$ cat src/rtl/alu_vec_arbiter.sv
// alu_vec_arbiter: shares one vector ALU between N_REQ requesters.
// A grant in IDLE registers the winner's operands onto the ALU ports; after
// ALU_LAT clocks the lane results and flags are captured and returned on a
// single response channel tagged with the requester index. One op in flight.
// Build option: define ALU_ARB_FIXED_PRIO_EN for fixed priority (lowest
// asserted index wins) instead of round robin.
module alu_vec_arbiter #(
    parameter int WIDTH   = 4,
    parameter int n_alu   = 4,
    parameter int N_REQ   = 4,
    parameter int SEL_W   = 3,
    parameter int ALU_LAT = 1
) (
    input  logic                            i_clk,
    input  logic                            i_rst,
    input  logic [N_REQ-1:0]                i_req_valid,
    output logic [N_REQ-1:0]                o_req_ready,
    input  logic [N_REQ*n_alu*WIDTH-1:0]    i_req_a,
    input  logic [N_REQ*n_alu*WIDTH-1:0]    i_req_b,
    input  logic [N_REQ*SEL_W-1:0]          i_req_select,
    output logic                            o_resp_valid,
    input  logic                            i_resp_ready,
    output logic [$clog2(N_REQ)-1:0]        o_resp_id,
    output logic [n_alu*WIDTH-1:0]          o_resp_data,
    output logic [4*n_alu-1:0]              o_resp_flags,
    output logic                            o_busy,
    output logic [n_alu*WIDTH-1:0]          o_alu_a,
    output logic [n_alu*WIDTH-1:0]          o_alu_b,
    output logic [SEL_W-1:0]                o_alu_select,
    input  logic [n_alu*WIDTH-1:0]          i_alu_data_out,
    input  logic [4*n_alu-1:0]              i_alu_flags
);

    localparam int LANE_W = n_alu * WIDTH;
    localparam int ID_W   = $clog2(N_REQ);
    localparam int CNT_W  = (ALU_LAT < 2) ? 1 : $clog2(ALU_LAT + 1);

    typedef enum logic [1:0] {
        ST_IDLE = 2'd0,
        ST_EXEC = 2'd1,
        ST_RESP = 2'd2
    } state_t;

    state_t             r_state;
    state_t             w_state_nxt;
    logic [CNT_W-1:0]   r_cnt;
    logic [ID_W-1:0]    r_id;
    logic [LANE_W-1:0]  r_alu_a;
    logic [LANE_W-1:0]  r_alu_b;
    logic [SEL_W-1:0]   r_alu_select;
    logic [LANE_W-1:0]  r_resp_data;
    logic [4*n_alu-1:0] r_resp_flags;

    logic               w_grant_any;
    logic [ID_W-1:0]    w_grant_idx;
    logic [N_REQ-1:0]   w_grant_oh;
    logic               w_accept;
    logic               w_exec_done;
    logic [LANE_W-1:0]  w_sel_a;
    logic [LANE_W-1:0]  w_sel_b;
    logic [SEL_W-1:0]   w_sel_select;

`ifdef ALU_ARB_FIXED_PRIO_EN
    // Fixed priority: scanning downwards leaves the lowest asserted index.
    always_comb begin
        w_grant_any = 1'b0;
        w_grant_idx = '0;
        for (int i = N_REQ - 1; i >= 0; i--) begin
            w_grant_idx = i_req_valid[i] ? ID_W'(i) : w_grant_idx;
            w_grant_any = w_grant_any | i_req_valid[i];
        end
    end
`else
    logic [ID_W-1:0] r_ptr;

    // Round robin: scan from ptr+N down to ptr+1 so the nearest index after ptr wins.
    always_comb begin
        int              v_pos;
        logic [ID_W-1:0] v_id;
        v_pos       = 0;
        v_id        = '0;
        w_grant_any = 1'b0;
        w_grant_idx = '0;
        for (int k = N_REQ; k >= 1; k--) begin
            v_pos       = int'(r_ptr) + k;
            v_pos       = (v_pos >= N_REQ) ? (v_pos - N_REQ) : v_pos;
            v_id        = ID_W'(v_pos);
            w_grant_idx = i_req_valid[v_id] ? v_id : w_grant_idx;
            w_grant_any = w_grant_any | i_req_valid[v_id];
        end
    end

    // Pointer follows the last accepted requester; it moves only on accept.
    always_ff @(posedge i_clk or negedge i_rst) begin
        if (!i_rst) begin
            r_ptr <= ID_W'(N_REQ - 1);
        end else if (w_accept) begin
            r_ptr <= w_grant_idx;
        end else begin
            r_ptr <= r_ptr;
        end
    end
`endif

    assign w_grant_oh  = w_grant_any ? (N_REQ'(1) << w_grant_idx) : '0;
    assign w_accept    = (r_state == ST_IDLE) && w_grant_any;
    assign w_exec_done = (r_state == ST_EXEC) && (r_cnt == '0);

    // Operand mux selecting the granted requester's slices.
    always_comb begin
        w_sel_a      = '0;
        w_sel_b      = '0;
        w_sel_select = '0;
        for (int i = 0; i < N_REQ; i++) begin
            w_sel_a      = (w_grant_idx == ID_W'(i)) ? i_req_a[i*LANE_W +: LANE_W] : w_sel_a;
            w_sel_b      = (w_grant_idx == ID_W'(i)) ? i_req_b[i*LANE_W +: LANE_W] : w_sel_b;
            w_sel_select = (w_grant_idx == ID_W'(i)) ? i_req_select[i*SEL_W +: SEL_W] : w_sel_select;
        end
    end

    // Next-state logic for the IDLE -> EXEC -> RESP sequence.
    always_comb begin
        w_state_nxt = r_state;
        case (r_state)
            ST_IDLE: begin
                if (w_accept) w_state_nxt = ST_EXEC;
                else          w_state_nxt = ST_IDLE;
            end
            ST_EXEC: begin
                if (w_exec_done) w_state_nxt = ST_RESP;
                else             w_state_nxt = ST_EXEC;
            end
            ST_RESP: begin
                if (i_resp_ready) w_state_nxt = ST_IDLE;
                else              w_state_nxt = ST_RESP;
            end
            default: w_state_nxt = ST_IDLE;
        endcase
    end

    // State register; reset drops any operation in flight.
    always_ff @(posedge i_clk or negedge i_rst) begin
        if (!i_rst) r_state <= ST_IDLE;
        else        r_state <= w_state_nxt;
    end

    // Datapath: load ALU operands on accept, count latency, capture results.
    always_ff @(posedge i_clk or negedge i_rst) begin
        if (!i_rst) begin
            r_cnt        <= '0;
            r_id         <= '0;
            r_alu_a      <= '0;
            r_alu_b      <= '0;
            r_alu_select <= '0;
            r_resp_data  <= '0;
            r_resp_flags <= '0;
        end else begin
            case (r_state)
                ST_IDLE: begin
                    if (w_accept) begin
                        r_alu_a      <= w_sel_a;
                        r_alu_b      <= w_sel_b;
                        r_alu_select <= w_sel_select;
                        r_id         <= w_grant_idx;
                        r_cnt        <= CNT_W'(ALU_LAT);
                    end else begin
                        r_cnt        <= r_cnt;
                    end
                end
                ST_EXEC: begin
                    if (r_cnt == '0) begin
                        r_resp_data  <= i_alu_data_out;
                        r_resp_flags <= i_alu_flags;
                    end else begin
                        r_cnt        <= r_cnt - CNT_W'(1);
                    end
                end
                ST_RESP: begin
                    r_cnt <= r_cnt;
                end
                default: begin
                    r_cnt <= '0;
                end
            endcase
        end
    end

    // Grant is combinational in IDLE and forced low while reset is asserted.
    assign o_req_ready  = (i_rst && (r_state == ST_IDLE)) ? w_grant_oh : '0;
    assign o_resp_valid = (r_state == ST_RESP);
    assign o_busy       = (r_state != ST_IDLE);
    assign o_resp_id    = r_id;
    assign o_resp_data  = r_resp_data;
    assign o_resp_flags = r_resp_flags;
    assign o_alu_a      = r_alu_a;
    assign o_alu_b      = r_alu_b;
    assign o_alu_select = r_alu_select;

endmodule
$ cat config.mk
export PLATFORM = sky130hd
export DESIGN_NAME = alu_vec_arbiter
export DESIGN_NICKNAME = d
export VERILOG_FILES = /design/src/rtl/alu_vec_arbiter.sv
export SDC_FILE = /design/constraint.sdc
export NUM_CORES = 1
export LEC_CHECK = 0
export CAP_MARGIN = 30
export CORE_MARGIN = 8
export CORE_UTILIZATION = 41
export CTS_CLUSTER_DIAMETER = 200
export DETAILED_ROUTE_END_ITERATION = 10
export PLACE_DENSITY = 0.88
export RECOVER_POWER = 100
export SYNTH_ARGS = -nofsm -noshare
export SYNTH_HDL_FRONTEND = slang
export SYNTH_SLANG_ARGS = --single-unit
$ cat constraint.sdc
create_clock -name i_clk -period 7.3 [get_ports i_clk]
set_input_delay 1.46 -clock i_clk [delete_from_list [all_inputs] [get_ports i_clk]]
set_output_delay 1.46 -clock i_clk [all_outputs]
set_load 0.01 [all_outputs]
==> results.toml <==
[critical_path]
cp.arrival_ns = 4.75
crit_chain = "dlygate4sd3_1 > mux2i_1 > o22ai_2 > a21oi_4 > clkbuf_1 > nor2_1 > clkdlybuf4s50_1"
crit_required_ns = 5.84
path_class = "input pin to output pin"
end_kind = "output pin"
cp_slowest_cell = "clkbuf_1"
max_stage_delay_ns = 1.38
path_buf_inv = 3
crit_fanout = 26
path_delay_family = "buffers and inverters"
start_kind = "input pin"

[clock_tree]
hold_buffers = 0
cts_resized = 0
clkLatencyLatePin_ns = 0.35
cts_tree = "done"
numCtsBuffers = 9
clock_sinks = 74
cts.path.max_buffers = 2
h-tree-depth = 3
post-cts-setup-buffers = 0
cts_root_buf = "clkbuf_8"
clk_pin_slew_ns = 0.08

[logic_synthesis]
synthTopCellsByCount = "dfrtp_1, nand3_1, a211oi_1"
synth_most_common_cell = "dfrtp_1"
synthMuxAreaShare = 0.251
synth_fa_ha_area_frac = 0
synth_compound_area_frac = 0.142
synth-edff-count = 0
yosys_warnings = 0
avgSynthCellArea_um2 = 11.2
synth_top_area_frac = 0.435
ys_ff_latch = 74
synth_top_area_cell = "dfrtp_1"
ys.flop_type = "dfrtp_1"
synth_top_cells_by_area = "dfrtp_1, mux2_2, mux2i_1"
synth_cells = 369
synth_fp_nets = 548
synthSimpleGateAreaFrac = 0.0979
synth_top_family_by_area = "multiplexers"
synthArstFlopShare = 1.00
ys_types = 32
seq_area_frac_synth = 0.448
syn_area_um2 = 4140
synth_xor_area_frac = 0

[outcome]
status = "finished with violations"
violations = "capacitance limit, slew limit"

[global_routing]
grt_pass1_wl_um = 23100
grt.overflow.total = 0
grt_usage = 0.223
grt_max_degree = 77
antenna_found_initial = 0
grt_pass1_vias = 4267

[die]
num_io_pins = 254
fp.dieW_um = 116
core_area_um2 = 9770
fp.dieArea_um2 = 13600
die_y_um = 116
fp-row-count = 36
initial_core_util = 0.424

[placement]
port_buffers = 253
gp_congestion = 0.790
hpwl_um = 12000

[power_and_ir_drop]
p_leak_nw = 2.94
power.density_nw_per_um2 = 369
vdd_drop_max_mv = 0.265

[final_layout]
num_antenna_cells = 0
nNetsFinal = 788
layout-drive-gt1-share = 0.130
area_delta_synth_final_pct = 69.3
fillers = 707

[timing]
fin_setup_tns_ns = 0
fin_crit_ns = 6.21
hold_viol = 0
final_max_slew_viol_count = 90
tightest_slew_ns = 2.72
max_slew_margin = -0.811
holdWs_ns = 0.495
clock.fmax_ghz = 0.161
period_share = 0.851
setup_violations = 0
rsz0062_at_grt = "false"
skew_ns = 0.0132

[worst_hold_path]
hold_class = "flop to flop"

[detailed_routing]
vias_per_cell = 5.35
remaining_drc_errors = 0
wire_per_inst_um = 21.0
drt_iter0_drc = 211
wl_um = 15700
firstDrtPassIters = 4
antenna_left = 0
num_vias = 3994

[job]
drv_cap = 2
## cell families after synthesis
family	count (synthesis)
and+or+nand+nor	84
AOI/OAI and AO/OA	71
DFF	74
buffers and inverters	50
muxes	90
## worst reg2reg max path, cell delays in order, from the launching register on
cell	delay (ns)
dfrtp_1	0.41
nor2_1	0.27
and2_0	0.25
clkbuf_1	1.93
nand2_1	1.00
a211oi_1	0.60
a211oi_1	0.11
## through the flow
| step | power (mW) | worst slack [ns] | util | std cells | cell area (um2) |
|---|---|---|---|---|---|
| 2_1_floorplan | 1.57 | 2.96 | - | 369 | 4140 |
| 3_3_place_gp | 2.19 | 2.03 | 0.688 | 729 | 6730 |
| 3_5_place_dp | 2.25 | 1.91 | 0.690 | 730 | 6740 |
| 4_1_cts | 2.69 | 1.91 | 0.717 | 746 | 7010 |
| 5_1_grt | 2.73 | 0.882 | 0.717 | 747 | 7010 |
| 6_report | 2.59 | 1.09 | 0.717 | 747 | 7010 |
## final timing paths
path | startpoint | to | slack [ns] | cells past startpoint
setup / recovery | i_req_valid[1] | o_req_ready[3] | 1.09 | 7
min in group asynchronous | i_rst | o_alu_a[11] | 1.03 | 1
hold / removal | o_resp_id[1] | o_resp_id[1] | 0.50 | 2
max in group asynchronous | i_rst | r_ptr[0] | 5.52 | 2
hold reg to reg | o_resp_id[1] | o_resp_id[1] | 0.50 | 2
setup reg to reg | r_state[1] | o_alu_b[4] | 2.59 | 6
## registers in the layout, indices dropped and copies added (netlist names)
register,count
o_alu_b,16
o_resp_id,2
o_resp_data,16
o_alu_a,16
r_ptr,2
o_resp_flags,16
r_state,2
r_cnt,1
o_alu_select,3
## metal layers
layer,GRT usage,up-vias,wire length (um)
li1,-,1855,-
met1,0.243,1948,5810
met2,0.406,172,8310
met3,0.0584,19,1320
met4,0.0804,0,250
met5,0,-,0
## placed cells by master (no fill, tap or decap)
| cell | netlist | layout |
|---|---|---|
| clkdlybuf4s50_1 | 0 | 147 |
| dlygate4sd3_1 | 0 | 105 |
| dfrtp_1 | 72 | 72 |
| nand3_1 | 45 | 45 |
| a211oi_1 | 39 | 39 |
| mux2i_1 | 36 | 36 |
| mux2_2 | 34 | 33 |
| a221o_1 | 22 | 22 |
| nor2_1 | 22 | 21 |
| mux2_4 | 19 | 19 |
| inv_1 | 18 | 18 |
| clkbuf_8 | 0 | 9 |
| nand2_1 | 6 | 7 |
| clkbuf_1 | 11 | 5 |
| bufinv_16 | 0 | 4 |
| buf_4 | 2 | 4 |
| a21o_1 | 3 | 3 |
| nand3b_1 | 3 | 3 |
| nor2b_1 | 2 | 2 |
| nand2b_1 | 2 | 2 |
| mux2_1 | 1 | 2 |
| a21oi_1 | 2 | 2 |
| dfstp_2 | 2 | 2 |
| o21ai_2 | 1 | 1 |
| o22ai_2 | 1 | 1 |
| a31oi_4 | 0 | 1 |
| or4_1 | 1 | 1 |
| and2_0 | 0 | 1 |
| a21oi_4 | 0 | 1 |
| nor3b_2 | 0 | 1 |
| nor2_2 | 0 | 1 |
| o21ai_0 | 1 | 1 |
| clkinv_4 | 0 | 1 |
| inv_6 | 0 | 1 |
| buf_16 | 0 | 1 |
## final cells by class
cell class,count,area (um2),area share
tap,133,166,0.0237
timing repair buffer,261,2590,0.370
sequential,74,1850,0.265
inverter,18,67.6,0.00964
clock buffer,10,128,0.0182
clock inverter,6,138,0.0196
multi-input combinational,245,2060,0.294
## report_power, final
| part | switching [mW] | internal, mW |
|---|---|---|
| combinational | 0.680 | 0.735 |
| clock | 0.165 | 0.264 |
| sequential | 0.116 | 0.627 |
(Power assumes the default switching activity.)
